$ cat src/rtl/wb_rr_arbiter.sv
// wb_rr_arbiter: N-master to 1-slave Wishbone round-robin arbiter.
// Define WB_RR_ARBITER_TIMEOUT_EN to add the per-grant watchdog retry.
module wb_rr_arbiter #(
  parameter int NUM_M   = 2,
  parameter int ADR_W   = 32,
  parameter int DATA_W  = 128,
  parameter int SEL_W   = DATA_W / 8,
  parameter int TIMEOUT = 255
) (
  input  logic                      clk,
  input  logic                      rst_n,
  input  logic [NUM_M-1:0]          m_cyc,
  input  logic [NUM_M-1:0]          m_stb,
  input  logic [NUM_M-1:0]          m_we,
  input  logic [NUM_M*SEL_W-1:0]    m_sel,
  input  logic [NUM_M*ADR_W-1:0]    m_adr,
  input  logic [NUM_M*DATA_W-1:0]   m_dat_m,
  output logic [NUM_M-1:0]          m_ack,
  output logic [NUM_M-1:0]          m_rty,
  output logic [NUM_M*DATA_W-1:0]   m_dat_s,
  output logic                      s_cyc,
  output logic                      s_stb,
  output logic                      s_we,
  output logic [SEL_W-1:0]          s_sel,
  output logic [ADR_W-1:0]          s_adr,
  output logic [DATA_W-1:0]         s_dat_m,
  input  logic                      s_ack,
  input  logic                      s_rty,
  input  logic [DATA_W-1:0]         s_dat_s,
  output logic [NUM_M-1:0]          grant
);

  localparam int IW = (NUM_M > 1) ? $clog2(NUM_M) : 1;

  typedef enum logic [1:0] {
    ST_IDLE    = 2'd0,
    ST_GRANT   = 2'd1,
    ST_RELEASE = 2'd2
  } state_e;

  state_e           state_q, state_d;
  logic [IW-1:0]    owner_q, owner_d;
  logic [IW-1:0]    rr_ptr_q, rr_ptr_d;
  logic [NUM_M-1:0] grant_q, grant_d;

  logic [NUM_M-1:0] req;
  logic             lo_vld, hi_vld;
  logic [IW-1:0]    lo_idx, hi_idx;
  logic             pick_vld;
  logic [IW-1:0]    pick_idx;
  logic [IW-1:0]    nxt_ptr;

  logic              own_cyc, own_stb, own_we;
  logic [SEL_W-1:0]  own_sel;
  logic [ADR_W-1:0]  own_adr;
  logic [DATA_W-1:0] own_dat;

  logic in_grant;
  logic tmo_hit;
  logic end_xfer;

  assign req      = m_cyc & m_stb;
  assign in_grant = (state_q == ST_GRANT);
  assign grant    = grant_q;

  // Round-robin pick: lowest requester at/after rr_ptr, else lowest overall
  always_comb begin
    lo_vld = 1'b0;
    hi_vld = 1'b0;
    lo_idx = '0;
    hi_idx = '0;
    for (int i = NUM_M - 1; i >= 0; i--) begin
      if (req[i]) begin
        lo_vld = 1'b1;
        lo_idx = IW'(i);
        if (i >= int'(rr_ptr_q)) begin
          hi_vld = 1'b1;
          hi_idx = IW'(i);
        end
      end
    end
    pick_vld = lo_vld;
    pick_idx = hi_vld ? hi_idx : lo_idx;
  end

  // Select the current owner's request signals
  always_comb begin
    own_cyc = 1'b0;
    own_stb = 1'b0;
    own_we  = 1'b0;
    own_sel = '0;
    own_adr = '0;
    own_dat = '0;
    for (int i = 0; i < NUM_M; i++) begin
      if (owner_q == IW'(i)) begin
        own_cyc = m_cyc[i];
        own_stb = m_stb[i];
        own_we  = m_we[i];
        own_sel = m_sel[i*SEL_W +: SEL_W];
        own_adr = m_adr[i*ADR_W +: ADR_W];
        own_dat = m_dat_m[i*DATA_W +: DATA_W];
      end
    end
  end

  assign nxt_ptr = (owner_q == IW'(NUM_M - 1)) ? '0
                 : owner_q + IW'(1);

`ifdef WB_RR_ARBITER_TIMEOUT_EN
  localparam int TW = (TIMEOUT > 1) ? $clog2(TIMEOUT + 1) : 1;

  logic [TW-1:0] tmo_cnt_q, tmo_cnt_d;

  assign tmo_hit = in_grant && own_cyc && !s_ack && !s_rty
                && (tmo_cnt_q == TW'(TIMEOUT - 1));

  // Watchdog: held at zero outside GRANT, counts stalled GRANT cycles
  always_comb begin
    tmo_cnt_d = tmo_cnt_q;
    if (!in_grant) begin
      tmo_cnt_d = '0;
    end else if (!(s_ack || s_rty)) begin
      tmo_cnt_d = tmo_cnt_q + TW'(1);
    end
  end
`else
  // Watchdog compiled out; never fires for any legal TIMEOUT
  assign tmo_hit = (TIMEOUT < 0);
`endif

  assign end_xfer = s_ack || s_rty || !own_cyc || tmo_hit;

  // Next-state, owner and round-robin pointer
  always_comb begin
    state_d  = state_q;
    owner_d  = owner_q;
    rr_ptr_d = rr_ptr_q;
    unique case (state_q)
      ST_IDLE, ST_RELEASE: begin
        if (pick_vld) begin
          state_d = ST_GRANT;
          owner_d = pick_idx;
        end else begin
          state_d = ST_IDLE;
        end
      end
      ST_GRANT: begin
        if (end_xfer) begin
          state_d  = ST_RELEASE;
          rr_ptr_d = nxt_ptr;
        end
      end
      default: begin
        state_d = ST_IDLE;
      end
    endcase
    grant_d = '0;
    for (int i = 0; i < NUM_M; i++) begin
      grant_d[i] = (state_d == ST_GRANT)
                && (owner_d == IW'(i));
    end
  end

  // Route owner to slave and slave response back to owner only
  always_comb begin
    s_cyc   = 1'b0;
    s_stb   = 1'b0;
    s_we    = 1'b0;
    s_sel   = '0;
    s_adr   = '0;
    s_dat_m = '0;
    m_ack   = '0;
    m_rty   = '0;
    m_dat_s = '0;
    if (in_grant) begin
      s_cyc   = own_cyc && !tmo_hit;
      s_stb   = own_cyc && own_stb && !tmo_hit;
      s_we    = own_we;
      s_sel   = own_sel;
      s_adr   = own_adr;
      s_dat_m = own_dat;
      for (int i = 0; i < NUM_M; i++) begin
        if ((owner_q == IW'(i)) && own_cyc) begin
          m_ack[i] = s_ack;
          m_rty[i] = s_rty || tmo_hit;
          m_dat_s[i*DATA_W +: DATA_W] = s_dat_s;
        end
      end
    end
  end

  // Arbiter state registers with synchronous active-low reset
  always_ff @(posedge clk) begin
    if (!rst_n) begin
      state_q  <= ST_IDLE;
      owner_q  <= '0;
      rr_ptr_q <= '0;
      grant_q  <= '0;
`ifdef WB_RR_ARBITER_TIMEOUT_EN
      tmo_cnt_q <= '0;
`endif
    end else begin
      state_q  <= state_d;
      owner_q  <= owner_d;
      rr_ptr_q <= rr_ptr_d;
      grant_q  <= grant_d;
`ifdef WB_RR_ARBITER_TIMEOUT_EN
      tmo_cnt_q <= tmo_cnt_d;
`endif
    end
  end

endmodule

$ cat config.mk
export PLATFORM = sky130hd
export DESIGN_NAME = wb_rr_arbiter
export DESIGN_NICKNAME = d
export VERILOG_FILES = /design/src/rtl/wb_rr_arbiter.sv
export SDC_FILE = /design/constraint.sdc
export NUM_CORES = 1
export LEC_CHECK = 0
export BUFFER_PORTS_ARGS = -buffer_cell sky130_fd_sc_hd__buf_2
export CORE_AREA = 2 2 361 363
export CTS_CLUSTER_SIZE = 12
export DETAILED_ROUTE_END_ITERATION = 6
export DIE_AREA = 0 0 363 365
export GPL_ROUTABILITY_DRIVEN = 0
export SETUP_SLACK_MARGIN = 0.1
export SYNTH_ARGS = -nofsm -noshare
export SYNTH_HDL_FRONTEND = slang
export SYNTH_SLANG_ARGS = --single-unit
$ cat constraint.sdc
create_clock -name clk -period 2 [get_ports clk]
set_input_delay 0.3 -clock clk [delete_from_list [all_inputs] [get_ports clk]]
set_output_delay 0.3 -clock clk [all_outputs]
set_load 0.01 [all_outputs]
# ---- Word-level counts from Yosys, hierarchy flattened
# Cells that the tools add are included.
# Widths: inputs -> output; s select.
dict set report word_totals {
  reg_bits 6
  input_bits 490
  out_inout_bits 441
  word_cells 58
}
dict set report classes {
  addsub 1
  magnitude_cmp 1
  n_eq_ne 3
  mux 35
  bitwise_logic 3
  n_reduce_logical 11
}
# op count
set op_table {}
lappend op_table {{$mux 128} 4}
lappend op_table {{$mux 256} 1}
lappend op_table {{$mux 32} 2}
lappend op_table {{$mux 16} 2}
lappend op_table {{$mux 1} 22}
lappend op_table {{$mux 2} 3}
lappend op_table {{$logic_and 1x1->1} 5}
lappend op_table {{$eq 2x1->1 const B} 2}
lappend op_table {{$pmux 2 s2} 1}
lappend op_table {{$and 2x2->2} 1}
lappend op_table {{$eq 2x2->1 const B} 1}
lappend op_table {{$logic_not 2->1} 1}
lappend op_table {{$logic_or 1x1->1} 2}
lappend op_table {{$not 1->1} 2}
lappend op_table {{$reduce_and 2->1} 1}
lappend op_table {{$reduce_or 2->1} 1}
lappend op_table {{$add 1x1->1 const B} 1}
lappend op_table {{$ge 1x1->1 const A} 1}
lappend op_table {{$logic_not 1->1} 1}

# ---- Depth between registers and ports, before layout
# Gate-level depths: netlist of the first run.
dict set report depth {
  ltp_word 9
  ltp_mapped 6
  mapped_depth_nobuf 3
}

# ---- Least setup slack after synthesis of the first run
# No wires, ideal clock.
dict set report synth_timing {
  path_type {reg-to-output}
  start {reg state_q[0]}
  end {out m_ack[0]}
  arrival_ns 1.285
  t_required_ns 1.700
  slack_ns 0.415
  path_stages_with_launch 7
  path_buffers 3
  cell_sequence {dfxtp_1 nand2b_1 buf_6 nor3b_4 buf_4 clkbuf_2 and2_1}
}
dict set report synth_via {
  elab_chain_cells 2
}
# item line_no
set synth_rtl {}
lappend synth_rtl {{start, declared} 41} ;# state_e state_q, state_d;
lappend synth_rtl {{start signal, assigned} 203} ;# state_q <= state_d;
lappend synth_rtl {{$eq 2x1->1} 63} ;# assign in_grant = (state_q == ST_GRANT);
lappend synth_rtl {{$mux 2} 175} ;# if (in_grant) begin
lappend synth_rtl {{end, declared} 18} ;# output logic [NUM_M-1:0] m_ack,
# No other way between the ends.

# ---- Worst setup path in the final report of the first run
dict set report layout_timing {
  start {reg state_q[1]}
  end {out m_dat_s[85]}
}
dict set report layout_via {
  elab_chain_cells 2
}
# item line_no
set layout_rtl {}
lappend layout_rtl {{$eq 2x1->1} 63}
lappend layout_rtl {{$mux 256} 175}
lappend layout_rtl {{end, declared} 20} ;# output logic [NUM_M*DATA_W-1:0] m_dat_s,
# No other way between the ends.

==> results of run 1 <==
==> stage by stage <==
stage / utilization, % / area (um^2) / hold slack [ns] / TNS (ns) / setup WS, ns
after floorplan: - / 4710 / 0.422 / 0 / 0.415
after CTS: 11.1 / 14300 / 0.336 / -1.17 / -0.0446
after global routing: 12.7 / 16300 / 0.352 / -11.54 / -0.124
final: 12.7 / 16300 / 0.339 / -2.75 / -0.0737
after detailed placement: 9.16 / 11800 / 0.557 / -0.170 / -0.0376
after global placement: 9.16 / 11800 / 0.513 / -0.0164 / -0.00865
==> where the power goes <==
| group | internal [mW] | total [mW] | switching [mW] |
|---|---|---|---|
| clock | 0.265 | 0.338 | 0.0729 |
| sequential | 0.128 | 0.135 | 0.00702 |
| combinational | 1.40 | 2.77 | 1.38 |
| total | 1.79 | 3.25 | 1.46 |
==> area by class of cell <==
class,count,area (um^2)
multi-input combinational,638,4980
sequential,6,129
inverter,1,3.75
tap,1675,2100
antenna,11,27.5
fill,14812,112000
timing repair buffer,1058,9020
clock buffer,4,78.8
==> sequential cells by signal, indices dropped and copies added (netlist names) <==
name	cells
rr_ptr_q	1
owner_q	1
state_q	2
grant	2
==> worst paths after layout <==
kind | cells after the start | to | slack, ns | start
setup / recovery | 8 | m_dat_s[85] | -0.07 | state_q[1]
hold / removal | 2 | state_q[1] | 0.34 | rst_n
setup reg to reg | 5 | grant[1] | 0.42 | owner_q
hold reg to reg | 1 | rr_ptr_q | 0.58 | rr_ptr_q
==> routing by layer <==
layer	routed length, um	global-route usage [%]
met5	797	0
met4	1900	1.07
met3	18300	10.6
met2	52400	25.3
met1	42600	18.1
==> cells by family (layout without fill, tap and decap cells) <==
kind of cell / Yosys count / in the layout
AOI/OAI and AO/OA: 5 / 5
DFF: 6 / 6
muxes: 179 / 179
other: 0 / 11
and+or+nand+nor: 454 / 454
buffers and inverters: 69 / 1063
==> cells in the final DEF, fill, tap and decap left out, types with 2 or more instances in the layout <==
master,synthesis,routed
and2_1,263,53
buf_6,1,212
buf_12,0,39
diode_2,0,11
nor2_2,0,13
buf_2,9,644
and3b_1,2,2
and2_4,0,210
nand2_1,2,2
nor2_1,179,165
mux2i_2,0,21
mux2i_1,179,152
dfxtp_4,0,2
buf_4,14,58
mux2i_4,0,6
buf_16,0,32
and3_1,3,2
buf_8,0,52
dfxtp_1,6,3
clkbuf_16,0,23
==> critical path, cell delays in order (launching register included) <==
cell	delay, ns
dfxtp_2	0.31
nand2b_4	0.16
nor3b_4	0.21
buf_4	0.15
buf_12	0.13
buf_8	0.14
buf_12	0.13
and2_1	0.17
buf_6	0.13
==> what timing repair did <==
action | CTS | global route
gates resized for setup | 449 | 433
buffers inserted | 33 | 7
hold buffers | 0 | 0
endpoints found under the setup margin | 366 | 359
gates cloned | 26 | 25
pin swaps | 52 | 150
==> flow_summary.toml, run 1 <==
[status]
outcome = "complete, but fails checks"
violations = "setup timing"

[finish]
drive_above_1_share_pct = 77.4
nets = 2198
area_delta_synth_final_pct = 247
final_cells = 3393

[global_route]
gr-total-overflow = 0
grt_pass1_vias = 9549
grt_util_all_layers_pct = 15.8
grt_start_max_net_pins = 57
antenna_found_initial = 129
grt_pass1_wl_um = 132000

[detailed_routing]
num_vias = 10317
drc = 0
viasPerCell = 3.04
ant_nets = 0
post_drt_wl_per_cell_um = 34.2
dr.first_iter.drc_count = 487
firstDrtPassIters = 5
routed_wl_um = 116000

[critical_path]
arrival_ns = 1.77
crit_type = "flop to primary output"
endpoint_kind = "primary output"
cp_max_fo = 14
start_kind = "flop"
worstPathRequired_ns = 1.70

[pwr]
peakVddDrop_mv = 0.181
total_power_mw = 3.25
powerDensity_nw_per_um2 = 199
leakage_nw = 7.72

[logic_synthesis]
async_flop_share_pct = 0
synth_most_common_cell = "and2_1"
ys_top_cells_by_area = "mux2i_1 (38%), and2_1 (35%), nor2_1 (14%)"
synthXorXnorAreaFrac_pct = 0
syn_nets = 1203
synth_seq_cells = 6
ys.flop_type = "dfxtp_1"
yosys.area_share.simple_pct = 51.0
synthDistinctLibCells = 24
synthesis.area_um2 = 4710
synth_top_cell_area_share_pct = 38.0
yosysWarnings = 0
ys_seq_area_share_pct = 2.55
syn_inst = 713
synth_adder_area_share_pct = 0
synth_top_family_by_area = "simple AND/OR/NAND/NOR gates"
synthMuxAreaShare_pct = 38.0
synth_common_cells = "and2_1 (263), mux2i_1 (179), nor2_1 (179)"
yosysTopAreaCell = "mux2i_1"
synth_edf_count = 0
synth_compound_area_share_pct = 1.12
avgSynthCellArea_um2 = 6.61

[cts]
cts_buffers = 3
root_buffer = "clkbuf_16"
clk_pin_slew_ns = 0.03
clk_latency_ns = 0.23
cts.sinks = 6
cts_tree = "yes"
clock_path_buffers = 2
htreeDepth = 1

[sta]
post-route-min-period_ns = 2.07
hold_viol = 0
max_slew.worst_pin.slew_ns = 0.405
rsz0062_at_grt = "yes"
setup_viol = 116
relSlewSlack_pct = 72.2
drv_slew = 0
max_freq_ghz = 0.482
period_share_pct = 104
finalClockSkew_ns = 0.00223
timing.final.ws_setup_ns = -0.0737

[floorplanning]
fp.coreArea_um2 = 129000
die_area_um2 = 132000
core.rowCount = 132
die_h_um = 365
start_util_pct = 3.66
pin_count = 931
die_w_um = 363

[placed_design]
dp_hpwl_um = 99400
dp_cells = 3288
port_buffers = 930

[run]
max_cap_violations = 0

[min_path]
min_path_type = "input port to flop"
Note: power is estimated with default switching activity, not from simulation.
==> run 2: changes to the inputs <==
--- a/config.mk
+++ b/config.mk
@@ -6,10 +6,10 @@
 export NUM_CORES = 1
 export LEC_CHECK = 0
 export BUFFER_PORTS_ARGS = -buffer_cell sky130_fd_sc_hd__buf_2
-export CORE_AREA = 2 2 361 363
+export CORE_AREA = 3 3 362 364
 export CTS_CLUSTER_SIZE = 12
 export DETAILED_ROUTE_END_ITERATION = 6
-export DIE_AREA = 0 0 363 365
+export DIE_AREA = 0 0 365 367
 export GPL_ROUTABILITY_DRIVEN = 0
 export SETUP_SLACK_MARGIN = 0.1
 export SYNTH_ARGS = -nofsm -noshare
==> run 2 against run 1 <==
Cell area decreased by 1.2%. The run still ends with setup timing left. Combinational power is 3% higher. First-iteration DRC count is 28% higher. Critical path type unchanged. Largest power group unchanged. Clock skew shrank 0.00050 ns. Worst setup slack gained 0.012 ns. Die area up 1.1%.
==> flow_summary.toml, run 2 (synthesis results as in run 1) <==
[critical_path]
start_kind = "flop"
slowest_stage = "dfxtp_4"
worstPathRequired_ns = 1.70
crit_type = "flop to primary output"
critPathMaxStageDelay_ns = 0.36
cp_max_fo = 15
arrival_ns = 1.76
path_cells = "buf_12 -> nor3b_4 -> buf_6 -> buf_12 -> buf_6 -> clkbuf_16 -> and2_1 -> buf_2"
endpoint_kind = "primary output"

[floorplanning]
die_h_um = 367
start_util_pct = 3.69
fp.coreArea_um2 = 128000
pin_count = 931
core.rowCount = 131
die_w_um = 365
die_area_um2 = 134000

[detailed_routing]
firstDrtPassIters = 5
post_drt_wl_per_cell_um = 34.0
dr.first_iter.drc_count = 621
num_vias = 10204
viasPerCell = 3.00
drc = 0
routed_wl_um = 116000
ant_nets = 0

[sta]
period_share_pct = 103
relSlewSlack_pct = 76.9
max_freq_ghz = 0.485
max_slew.worst_pin.slew_ns = 0.337
setup_tns_ns = -2.58
rsz0062_at_grt = "yes"
drv_slew = 0
setup_viol = 83
timing.final.ws_setup_ns = -0.0619
finalClockSkew_ns = 0.00173
hold_viol = 0
post-route-min-period_ns = 2.06

[pwr]
leakage_nw = 7.59
powerDensity_nw_per_um2 = 205
total_power_mw = 3.31
peakVddDrop_mv = 0.199

[cts]
clk_latency_ns = 0.23
htreeDepth = 1
cts_buffers = 3
root_buffer = "clkbuf_16"
clk_pin_slew_ns = 0.04
cts-hold-fix-buffers = 0
cts_tree = "yes"
cts.sinks = 6
clock_path_buffers = 2

[finish]
final_cell_mix = "buf_2 (640), and2_4 (198), buf_6 (194), mux2i_1 (148), nor2_1 (145)"
design_area_um2 = 16100
final_common_cell = "buf_2"
fin_util_pct = 12.6
fillerInstances = 14644
nets = 2183
drive_above_1_share_pct = 77.9
seq_area_um2 = 129
final_cells = 3398
area_delta_synth_final_pct = 242
multiInputGateArea_um2 = 5040

[status]
outcome = "complete, but fails checks"
violations = "setup timing"

[run]
max_cap_violations = 0

[global_route]
gr-total-overflow = 0
grt_pass1_wl_um = 132000
antenna_found_initial = 130
grt_pass1_vias = 9617
grt_start_max_net_pins = 37
grt_util_all_layers_pct = 15.5

[placed_design]
dp_hpwl_um = 102000
port_buffers = 930
dp_cells = 3270
post_dp_cell_area_um2 = 11900

[min_path]
min_path_type = "input port to flop"
## run 2: changes by cell type in the layout (fill, tap and decap cells not counted), moves of 12 or more
cell and delta:
and2_1 +12, nor2_1 -20, diode_2 +33, nor2_2 +16
buf_6 -18, and2_4 -12
## run 2: report_power, final
part / internal [mW] / switching [mW]
clock network: 0.265 / 0.0754
registers: 0.128 / 0.00761
logic: 1.40 / 1.44
## run 2: worst max-delay path, delay by kind of cell, from the launching register on
kind          cells  cell delay, ns
buf+inv           6            0.84
flops             1            0.36
simple gates      2            0.31
## run 2: timing repair
item,in CTS,in global routing
setup buffers,14,18
resized for setup,269,586
cloned,12,38
pin swaps,6,145
setup endpoints to repair,308,368
## run 2: final cells by class
type | count | area share (%)
Antenna cell | 44 | 0.682
Sequential cell | 6 | 0.799
Tap cell | 1662 | 12.9
Clock buffer | 4 | 0.489
Inverter | 1 | 0.0233
Multi-Input combinational cell | 638 | 31.2
Timing Repair Buffer | 1043 | 53.9
## run 2: layer usage
metal | GRT usage, % | vias up | part of all wire, %
li1 | - | 4356 | -
met2 | 26.5 | 813 | 46
met1 | 16.5 | 4695 | 35
met3 | 9.19 | 270 | 14
met4 | 2.83 | 70 | 4.2
met5 | 0 | - | 0.40
## run 2: stage by stage
stage,setup slack [ns],hold WS (ns)
2_1_floorplan,0.415,0.422
6_report,-0.0619,0.344
3_5_place_dp,0.0865,0.537
5_1_grt,-0.0922,0.357
4_1_cts,-0.0621,0.338
3_3_place_gp,0.151,0.512
## run 2: final timing paths
check / startpoint / endpoint / slack (ns) / cells after the start
min: rst_n / owner_q / 0.34 / 2
min reg2reg: rr_ptr_q / rr_ptr_q / 0.57 / 1
max reg2reg: owner_q / grant[1] / 0.43 / 5
max: owner_q / m_dat_s[37] / -0.06 / 8
==> run 3: changes to the inputs <==
--- a/config.mk
+++ b/config.mk
@@ -11,7 +11,8 @@
 export DETAILED_ROUTE_END_ITERATION = 6
 export DIE_AREA = 0 0 365 367
 export GPL_ROUTABILITY_DRIVEN = 0
-export SETUP_SLACK_MARGIN = 0.1
+export REMOVE_ABC_BUFFERS = 1
+export SETUP_SLACK_MARGIN = 0.4
 export SYNTH_ARGS = -nofsm -noshare
 export SYNTH_HDL_FRONTEND = slang
 export SYNTH_SLANG_ARGS = --single-unit
==> run 3 against run 2 <==
Via count shrank 5.2%. Non-clock buffer count fell by 24. The flow finishes with violations (antenna rules, setup timing). Clock skew is 0.0011 ns lower.
==> flow_summary.toml, run 3 (synthesis results as in run 1) <==
[status]
outcome = "complete, but fails checks"
violations = "antenna rules, setup timing"

[detailed_routing]
ant_nets = 1
routed_wl_um = 91200
viasPerCell = 2.88
post_drt_wl_per_cell_um = 27.1
drc = 0
num_vias = 9677
dr.first_iter.drc_count = 555
firstDrtPassIters = 5

[critical_path]
path_cells = "buf_12 -> buf_12 -> buf_6 -> buf_16 -> mux2i_4 -> nor2_1 -> buf_2"
worstPathRequired_ns = 1.70
cp_max_fo = 6
critPathMaxStageDelay_ns = 0.38
crit_start = "owner_q"
ff2ff_path_depth = 7
endpoint_kind = "primary output"
start_kind = "flop"
crit_family = "buffers and inverters"
crit_cells = 7
crit_type = "flop to primary output"
slowest_stage = "dfxtp_4"
worst-path-buf-inv = 5
arrival_ns = 1.77
crit_top_cell = "buf_12"
r2r_start = "owner_q"

[floorplanning]
core.rowCount = 131
pin_count = 931
die_area_um2 = 134000
die_w_um = 365
die_h_um = 367
fp.coreArea_um2 = 128000
start_util_pct = 3.69

[finish]
final_common_cell = "buf_2"
area_delta_synth_final_pct = 213
seq_area_um2 = 128
nets = 2159
design_area_um2 = 14800
fin_util_pct = 11.6
fillerInstances = 14662
multiInputGateArea_um2 = 5510
final_cell_mix = "buf_2 (831), and2_1 (181), nor2_1 (176), buf_6 (98), mux2i_1 (88)"
drive_above_1_share_pct = 72.3

[min_path]
holdCritStartpoint = "rst_n"
min_path_type = "input port to flop"
whs_path_depth = 2

[cts]
cts_buffers = 3
htreeDepth = 1
cts-hold-fix-buffers = 0
clk_pin_slew_ns = 0.04
root_buffer = "clkbuf_16"
cts_tree = "yes"
clk_latency_ns = 0.23
cts.sinks = 6
clock_path_buffers = 2

[global_route]
antenna_found_initial = 88
grt_pass1_wl_um = 106000
gr-total-overflow = 0
grt_pass1_vias = 9313
grt_util_all_layers_pct = 12.4
grt_start_max_net_pins = 69

[sta]
drv_slew = 0
max_freq_ghz = 0.483
hold_viol = 0
max_slew.worst_pin.slew_ns = 0.612
post-route-min-period_ns = 2.07
timing.final.ws_setup_ns = -0.0714
finalClockSkew_ns = 0.000639
setup_viol = 97
period_share_pct = 104
relSlewSlack_pct = 59.2
rsz0062_at_grt = "yes"

[placed_design]
post_dp_cell_area_um2 = 11600
port_buffers = 930
place_worst_setup_slack_ns = -0.397
dp_hpwl_um = 80800

[pwr]
total_power_mw = 3.40
powerDensity_nw_per_um2 = 230
leakage_nw = 7.12
peakVddDrop_mv = 0.204

[run]
max_cap_violations = 0
## run 3: cell types whose count changed in the layout (fill, tap and decap cells not counted), moves of 13 or more
cell / change
buf_6: -96
and2_4: -116
and2_1: +116
nor2_2: -27
clkbuf_16: -22
buf_2: +191
mux2i_4: +73
buf_8: -35
nor2_1: +31
mux2i_1: -60
mux2i_2: -13
buf_4: -42
## run 3: worst paths after layout
check / endpoint / slack, ns
max: s_dat_m[101] / -0.07
min: owner_q / 0.34
max reg2reg: rr_ptr_q / 0.36
min reg2reg: rr_ptr_q / 0.53
## run 3: timing repair
item | CTS | global route
buffers inserted | 19 | 8
resized for setup | 239 | 213
endpoints found under the hold margin | 0 | 0
pin swaps | 5 | 64
endpoints found under the setup margin | 442 | 444
cloned | 13 | 12
## run 3: metrics by stage
stage	hold WS, ns	TNS [ns]	std cells
global placement	0.521	-7.87	3274
CTS	0.335	-3.25	3310
floorplan	0.422	-2692.76	645
global route	0.354	-15.41	3348
finish	0.339	-2.23	3364
detailed placement	0.533	-8.38	3274
## run 3: cell type report
| class | count | area share, % |
|---|---|---|
| Inverter | 1 | 0.0254 |
| Clock buffer | 4 | 0.534 |
| Multi-Input combinational cell | 638 | 37.3 |
| Antenna cell | 34 | 0.576 |
| Sequential cell | 6 | 0.864 |
| Tap cell | 1662 | 14.1 |
| Timing Repair Buffer | 1019 | 46.6 |
## run 3: per-layer routing
metal / part of all wire, % / global-route usage, % / vias to the layer above
met3: 6.6 / 2.28 / 153
met1: 47 / 17.7 / 4522
met4: 3.6 / 2.99 / 24
met5: 0.17 / 0 / -
li1: - / - / 4250
met2: 42 / 18.9 / 728
## run 3: where the power goes
part / switching, mW / total, mW / internal [mW] / leakage (nW)
Sequential: 0.00728 / 0.135 / 0.127 / 0.0505
Clock: 0.0740 / 0.339 / 0.265 / 0.0384
Combinational: 1.62 / 2.93 / 1.31 / 7.03
